<file path="src/rtl/cargador_instrucciones_if.sv">
// Byte-stream handshake and instruction-memory write port of the program loader.
interface cargador_instrucciones_if #(
  parameter int ADDR_W = 6
);
  logic [7:0]        rx_dato;
  logic              rx_valido;
  logic              rx_listo;
  logic              mem_escr;
  logic [ADDR_W-1:0] mem_dir;
  logic [31:0]       mem_dato;

  // Loader side: consumes bytes, drives the memory write port.
  modport slave (
    input  rx_dato, rx_valido,
    output rx_listo, mem_escr, mem_dir, mem_dato
  );

  // Environment side: byte source plus instruction memory.
  modport master (
    output rx_dato, rx_valido,
    input  rx_listo, mem_escr, mem_dir, mem_dato
  );
endinterface

</file>
<file path="src/rtl/cargador_instrucciones.sv">
// Boot-time program loader: assembles big-endian words from a byte stream
// (16-bit word count header, then the words) and writes them to instruction
// memory from address 0, holding the CPU in reset until the load completes.
module cargador_instrucciones #(
  parameter int ADDR_W = 6,
  parameter int DEPTH  = 64
) (
  input  logic                clk,
  input  logic                reset,
  cargador_instrucciones_if.slave bus,
  input  logic                cargar,
  output logic                cpu_reset,
  output logic                cargado,
  output logic                error,
  output logic [ADDR_W:0]     palabras
);

  typedef enum logic [2:0] {CAB_H, CAB_L, DATOS, ESCRIBE, FIN, ERROR} estado_t;

  estado_t           state_q, state_d;
  logic [15:0]       cuenta_q, cuenta_d;
  logic [1:0]        idx_q, idx_d;
  logic [23:0]       shift_q, shift_d;
  logic [ADDR_W:0]   palabras_q, palabras_d;
  logic              rx_listo_q, rx_listo_d;
  logic              mem_escr_q, mem_escr_d;
  logic [ADDR_W-1:0] mem_dir_q, mem_dir_d;
  logic [31:0]       mem_dato_q, mem_dato_d;
  logic              cpu_reset_q, cpu_reset_d;
  logic              cargado_q, cargado_d;
  logic              error_q, error_d;
  logic              aceptar;
  logic [15:0]       n_cab;

  // Next-state and registered-output computation; outputs follow the next state.
  always_comb begin
    state_d    = state_q;
    cuenta_d   = cuenta_q;
    idx_d      = idx_q;
    shift_d    = shift_q;
    palabras_d = palabras_q;
    mem_dir_d  = mem_dir_q;
    mem_dato_d = mem_dato_q;
    aceptar    = bus.rx_valido && rx_listo_q;
    n_cab      = {cuenta_q[15:8], bus.rx_dato};

    case (state_q)
      CAB_H: if (aceptar) begin
        cuenta_d = {bus.rx_dato, 8'h00};
        state_d  = CAB_L;
      end
      CAB_L: if (aceptar) begin
        cuenta_d = n_cab;
        idx_d    = '0;
        if (n_cab == 16'd0)                 state_d = FIN;
        else if (32'(n_cab) > 32'(DEPTH))   state_d = ERROR;
        else                                state_d = DATOS;
      end
      DATOS: if (aceptar) begin
        shift_d = {shift_q[15:0], bus.rx_dato};
        idx_d   = idx_q + 2'd1;
        if (idx_q == 2'd3) begin
          // Address and word are captured here so they are stable for the whole write cycle.
          mem_dato_d = {shift_q, bus.rx_dato};
          mem_dir_d  = palabras_q[ADDR_W-1:0];
          state_d    = ESCRIBE;
        end
      end
      ESCRIBE: begin
        palabras_d = palabras_q + {{ADDR_W{1'b0}}, 1'b1};
        if ((32'(palabras_q) + 32'd1) == 32'(cuenta_q)) state_d = FIN;
        else                                             state_d = DATOS;
      end
      FIN, ERROR: if (cargar) begin
        palabras_d = '0;
        state_d    = CAB_H;
      end
      default: state_d = CAB_H;
    endcase

    rx_listo_d  = (state_d == CAB_H) || (state_d == CAB_L) || (state_d == DATOS);
    mem_escr_d  = (state_d == ESCRIBE);
    cargado_d   = (state_d == FIN);
    error_d     = (state_d == ERROR);
    cpu_reset_d = (state_d != FIN);
  end

  // State and output registers, cleared asynchronously by the active-low reset.
  always_ff @(posedge clk or negedge reset) begin
    if (!reset) begin
      state_q     <= CAB_H;
      cuenta_q    <= '0;
      idx_q       <= '0;
      shift_q     <= '0;
      palabras_q  <= '0;
      rx_listo_q  <= 1'b0;
      mem_escr_q  <= 1'b0;
      mem_dir_q   <= '0;
      mem_dato_q  <= '0;
      cpu_reset_q <= 1'b1;
      cargado_q   <= 1'b0;
      error_q     <= 1'b0;
    end else begin
      state_q     <= state_d;
      cuenta_q    <= cuenta_d;
      idx_q       <= idx_d;
      shift_q     <= shift_d;
      palabras_q  <= palabras_d;
      rx_listo_q  <= rx_listo_d;
      mem_escr_q  <= mem_escr_d;
      mem_dir_q   <= mem_dir_d;
      mem_dato_q  <= mem_dato_d;
      cpu_reset_q <= cpu_reset_d;
      cargado_q   <= cargado_d;
      error_q     <= error_d;
    end
  end

  assign bus.rx_listo = rx_listo_q;
  assign bus.mem_escr = mem_escr_q;
  assign bus.mem_dir  = mem_dir_q;
  assign bus.mem_dato = mem_dato_q;
  assign cpu_reset    = cpu_reset_q;
  assign cargado      = cargado_q;
  assign error        = error_q;
  assign palabras     = palabras_q;

endmodule

</file>
<file path="src/flat_wrapper.sv">
// flat-port wrapper written by rule: the top's interface ports become plain ports
module cargador_instrucciones_flat 
#(
  parameter int ADDR_W = 6,
  parameter int DEPTH  = 64
)
  (clk, reset, cargar, cpu_reset, cargado, error, palabras, bus_rx_dato, bus_rx_valido, bus_rx_listo, bus_mem_escr, bus_mem_dir, bus_mem_dato);
  cargador_instrucciones_if #(.ADDR_W(ADDR_W)) bus_i ();
  input  logic clk;
  input  logic reset;
  input  logic cargar;
  output logic cpu_reset;
  output logic cargado;
  output logic error;
  output logic [ADDR_W:0] palabras;
  input wire logic [$bits(bus_i.rx_dato)-1:0] bus_rx_dato;
  input wire logic [$bits(bus_i.rx_valido)-1:0] bus_rx_valido;
  output wire logic [$bits(bus_i.rx_listo)-1:0] bus_rx_listo;
  output wire logic [$bits(bus_i.mem_escr)-1:0] bus_mem_escr;
  output wire logic [$bits(bus_i.mem_dir)-1:0] bus_mem_dir;
  output wire logic [$bits(bus_i.mem_dato)-1:0] bus_mem_dato;
  assign bus_i.rx_dato = bus_rx_dato;
  assign bus_i.rx_valido = bus_rx_valido;
  assign bus_rx_listo = bus_i.rx_listo;
  assign bus_mem_escr = bus_i.mem_escr;
  assign bus_mem_dir = bus_i.mem_dir;
  assign bus_mem_dato = bus_i.mem_dato;
  cargador_instrucciones #(.ADDR_W(ADDR_W), .DEPTH(DEPTH)) u_core (.clk(clk), .reset(reset), .bus(bus_i), .cargar(cargar), .cpu_reset(cpu_reset), .cargado(cargado), .error(error), .palabras(palabras));
endmodule
</file>
<file path="config.mk">
export PLATFORM = sky130hd
export DESIGN_NAME = cargador_instrucciones_flat
export DESIGN_NICKNAME = d
export VERILOG_FILES = /design/src/rtl/cargador_instrucciones_if.sv /design/src/rtl/cargador_instrucciones.sv /design/src/flat_wrapper.sv
export SDC_FILE = /design/constraint.sdc
export NUM_CORES = 1
export LEC_CHECK = 0
export CELL_PAD_IN_SITES_DETAIL_PLACEMENT = 0
export CELL_PAD_IN_SITES_GLOBAL_PLACEMENT = 2
export CORE_MARGIN = 8
export CORE_UTILIZATION = 35
export CTS_BUF_LIST = sky130_fd_sc_hd__clkbuf_8 sky130_fd_sc_hd__clkbuf_16
export CTS_CLUSTER_SIZE = 40
export DETAILED_ROUTE_END_ITERATION = 8
export DONT_BUFFER_PORTS = 1
export HOLD_SLACK_MARGIN = 0.15
export PLACE_DENSITY_LB_ADDON = 0.1
export SLEW_MARGIN = 5
export SYNTH_ARGS = -nofsm -noshare
export SYNTH_HDL_FRONTEND = slang
export SYNTH_SLANG_ARGS = --single-unit
</file>
<file path="constraint.sdc">
create_clock -name clk -period 5.68 [get_ports clk]
set_input_delay 0 -clock clk [delete_from_list [all_inputs] [get_ports clk]]
set_output_delay 0 -clock clk [all_outputs]
set_load 0.05 [all_outputs]
</file>
# == Word-level counts from Yosys, hierarchy flattened ==
# Cells that the tools add are included.
# classes
add_sub_neg,3
order_cmp,1
n_eq_ne,17
mux,17
bitwise_logic,1
n_reduce_logical,16
# op_table
operator,count
32-bit by 16-bit equality test with 1-bit output,1
16-bit one-hot mux with 2 select lines,1
3-bit two-way mux,8
"16-bit by 7-bit > comparator with 1-bit output, second input constant",1
16-bit zero test,1
16-bit two-way mux,1
3-bit one-hot mux with 5 select lines,1
7-bit one-hot mux with 2 select lines,1
"3-bit by 2-bit equality test with 1-bit output, second input constant",4
"3-bit equality test, second input constant",4
3-bit AND reduction,4
"7-bit by 1-bit adder with 8-bit output, second input constant",1
8-bit two-way mux,1
"7-bit by 1-bit adder with 7-bit output, second input constant",1
7-bit two-way mux,1
"3-bit by 1-bit equality test with 1-bit output, second input constant",2
3-bit zero test,2
"2-bit by 1-bit != test with 1-bit output, second input constant",3
2-bit nonzero test,3
2-bit two-way mux,2
2-bit one-hot mux with 2 select lines,1
2-bit AND reduction,2
"3-bit != test, second input constant",1
"2-bit by 1-bit adder with 2-bit output, second input constant",1
6 further kinds,7
# word_totals
register_bits,95
in_bits,12
out_inout_bits,50

# == Longest topological paths before layout ==
# logic_depth
depth_word,8
ltp_mapped,8
depth_no_buf,7

# == Worst setup path before layout ==
# No wires, ideal clock.
# synth_timing
path_type,register to register
from,"register u_core.palabras_q[0], in the netlist u_core.palabras[0]"
to,register u_core.state_q[2]
arrival_ns,2.223
required_ns,5.556
setup_slack_ns,3.333
stages_incl_launch_ff,9
n_path_buf,1
synth_period_minus_slack_ns,2.347
path_cell_list,dfrtp_1 > ha_1 > and3_1 > and3_1 > buf_2 > xnor2_1 > mux2i_1 > a211oi_2 > or2_1
# synth_between
elab_chain_len,4
# synth_rtl
item,line_no,source
"start, declared",cargador_instrucciones.sv:24,"logic [ADDR_W:0] palabras_q, palabras_d;"
"start signal, assigned",cargador_instrucciones.sv:108,palabras_q <= palabras_d;
7-bit by 1-bit adder with 8-bit output,cargador_instrucciones.sv:71,if ((32'(palabras_q) + 32'd1) == 32'(cuenta_q)) state_d = FIN;
32-bit by 16-bit equality test with 1-bit output,cargador_instrucciones.sv:71,
3-bit two-way mux,cargador_instrucciones.sv:71,
3-bit one-hot mux with 5 select lines,cargador_instrucciones.sv:47,case (state_q)
net u_core.state_d[2],cargador_instrucciones.sv:20,"estado_t state_q, state_d;"
"end signal, assigned",cargador_instrucciones.sv:104,state_q <= state_d;
"end, declared",cargador_instrucciones.sv:20,
# The timed path passes the listed nets, and every way through them passes these cells.
# A chain may end at the register's enable or synchronous reset.

# == Worst setup path after layout ==
# Same ends and word-level chain as after synthesis.

==> qor.yml <==
routed_wl_mm: 9.32
synth-edff-count: 0
ctsResizeCount: 0
crit_slowest_cell: "dfrtp_1"
insertion_delay_ps: 340
period_share_pct: 45.9
final_util_pct: 40.4
critPathKind: "reg2reg"
peakVddDrop_mv: 0.155
hold_slack_ps: 205
yosys.area.top_type: "dfrtp_1"
synthFlopType: "dfrtp_1"
cp-end-kind: "flip-flop"
p_total_mw: 1.72
maxSlewViolCount: 0
routed-wl-met2_mm: 4.18
die_y_um: 123
ys_seq_area_share_pct: 59.5
cap_viol_max_count: 0
met3_length_um: 515
portBuffers: 0
synth-seq-cells: 95
synth_warnings: 0
setup_viol: 0
relSlewSlack_pct: 32.4
dr.pass1.iters: 4
clk_pin_slew_worst_paths_ps: 60
grt_overflow: 0
antenna_found_initial: 0
path_max_fanout: 8
hold_class: "in2reg"
synth_area_um2: 4000
grt_max_degree: 96
io_pins: 62
dieArea_um2: 15100
p_per_area_nw_per_um2: 378
cpMostUsedCell: "and3_1"
groute.usage.overall_pct: 13.4
syn_inst: 359
status: "completed"
p_leak_nw: 2.22
area_delta_synth_final_pct: 13.9
cts-root-buf: "clkbuf_16"
fin_skew_ps: 8.02
avgViaCountPerCell: 5.00
htree_num_levels: 3
coreArea_um2: 11300
cts.sinks: 95
dr_total_vias: 2572
grt_setup_unrepaired: "no"
synth_top_area_share_pct: 58.8
crit_path_cell_trace: "ha_1 > and3_1 > and3_1 > xnor2_1 > mux2i_1 > a211oi_2 > or2_1"
syn_avg_cell_area_um2: 11.1
clock_path_buffers: 2
tightest_slew_ps: 1010
cts_inserted_buffers: 9
max_freq_ghz: 0.384
finalSetupTns_ps: 0
antenna_cells: 0
fillCellCount: 1090
remaining_drc_errors: 0
syn_nets: 373
netlist-cell-type-count: 43
hold_viol: 0
post_cts.repair.setup_buffers: 0
cp_top_family: "flip-flops"
ant_nets: 0
met1_length_mm: 4.45
worstPathBufferInverterCount: 0
start_util_pct: 35.5
top_layer: "met4"
required_ps: 5900
cp-start-kind: "flip-flop"
grt_pass1_vias: 2671
dp_hpwl_mm: 5.94
drtIter0Drc: 138
gp_congestion: 0.732
die_x_um: 123
cts_tree: "done"
async_flop_share_pct: 100
grt_pass1_wl_mm: 15.3
drive_gt1_share_pct: 19.7
cp_data_arrival_time_ps: 2830
period_needed_ps: 2610
critical-path-max-stage-delay_ps: 790
ys_top_cells_by_area: "dfrtp_1 (59%), mux2_2 (13%), nand2_1 (9.8%)"
core.rowCount: 39
nNetsFinal: 380
detail_route.wl_per_cell_um: 18.1
==> registers in the layout, indices dropped and copies added (netlist names) <==
register / cells
u_core.idx_q: 2
u_core.cargado: 1
u_core.palabras: 7
u_core.state_q: 3
u_core.bus.rx_listo: 1
u_core.cpu_reset: 1
u_core.bus.mem_dato: 32
u_core.bus.mem_escr: 1
u_core.error: 1
u_core.bus.mem_dir: 6
u_core.shift_q: 24
u_core.cuenta_q: 16
==> cell usage after synthesis (2+ instances only) <==
library cell	instances
dfrtp_1	94
and3_1	2
a31oi_1	3
a21oi_1	4
nand3b_1	2
buf_2	11
o21ai_0	20
ha_1	2
nor2_1	11
nor3_1	6
nand3_1	4
nand2_1	104
mux2_2	46
nand4_1	2
inv_1	3
xor2_1	3
nor2b_1	2
nand2b_1	2
xnor2_1	5
or2_2	2
nor4_1	3
clkbuf_1	6
a41oi_1	2
==> worst reg2reg max path, cell delays in order, from the launching register on <==
cell	delay, ps
dfrtp_1	790
ha_1	360
and3_1	250
and3_1	270
xnor2_1	160
mux2i_1	300
a211oi_2	140
or2_1	230
==> worst paths after layout <==
kind                               startpoint                 endpoint  slack, ps  depth (start not counted)
setup / recovery           u_core.palabras[0]        u_core.state_q[2]       3070                          7
hold / removal                 bus_rx_dato[0]        u_core.state_q[0]        200                          6
setup reg to reg           u_core.palabras[0]        u_core.state_q[2]       3070                          7
hold reg to reg            u_core.shift_q[23]  u_core.bus.mem_dato[31]        470                          2
max in group asynchronous               reset   u_core.bus.mem_dato[6]       5040                          2
min in group asynchronous               reset       u_core.shift_q[22]        270                          2
==> cell families (layout without fill, tap and decap cells) <==
logic type / after synthesis / count (layout) / share of synthesized area [%]
simple gates: 145 / 145 / 15.6
flops: 95 / 95 / 59.5
mux: 47 / 47 / 13.2
compound gates: 41 / 41 / 7.04
buf+inv: 21 / 33 / 2.32
xor+xnor: 8 / 8 / 1.75
fa+ha+maj: 2 / 2 / 0.626
==> layout by cell type (no fill, tap or decap), types with 5 or more instances in the layout <==
| cell | count |
|---|---|
| dfrtp_1 | 94 |
| o21ai_0 | 20 |
| nand2_1 | 104 |
| mux2_2 | 46 |
| xnor2_1 | 5 |
| inv_1 | 5 |
| clkbuf_16 | 9 |
| dlygate4sd3_1 | 11 |
| nor3_1 | 6 |
| nor2_1 | 11 |
==> stage by stage <==
| stage | instance area (um^2) | setup WS [ps] | instances |
|---|---|---|---|
| final | 4550 | 3070 | 514 |
| after global routing | 4550 | 2830 | 514 |
| after CTS | 4550 | 3020 | 514 |
| after detailed placement | 4110 | 3040 | 486 |
| after global placement | 4110 | 2990 | 486 |
| after floorplan | 4000 | 3330 | 359 |
==> layout make-up <==
class | count | area [um^2] | area share [%]
Clock buffer | 11 | 253 | 5.55
Clock inverter | 5 | 50.0 | 1.10
Inverter | 4 | 15.0 | 0.330
Multi-Input combinational cell | 243 | 1530 | 33.7
Sequential cell | 95 | 2380 | 52.2
Tap cell | 143 | 179 | 3.93
Timing Repair Buffer | 13 | 145 | 3.19
==> power breakdown <==
part / switching [mW] / internal (mW)
Clock: 0.249 / 0.361
Sequential: 0.127 / 0.755
Combinational: 0.124 / 0.106
==> metal layers <==
| metal | vias to the layer above | track usage (%) |
|---|---|---|
| met1 | 1276 | 18.0 |
| met4 | 0 | 6.17 |
| met3 | 13 | 3.88 |
| li1 | 1238 | - |
| met5 | - | 0 |
| met2 | 45 | 19.6 |
==> repair_timing <==
item                                    4_1_cts  5_1_grt
hold buffers                                 12        0
endpoints found under the hold margin       138        0
endpoints found under the setup margin        0        0
Power figures use the tool's default switching activity.
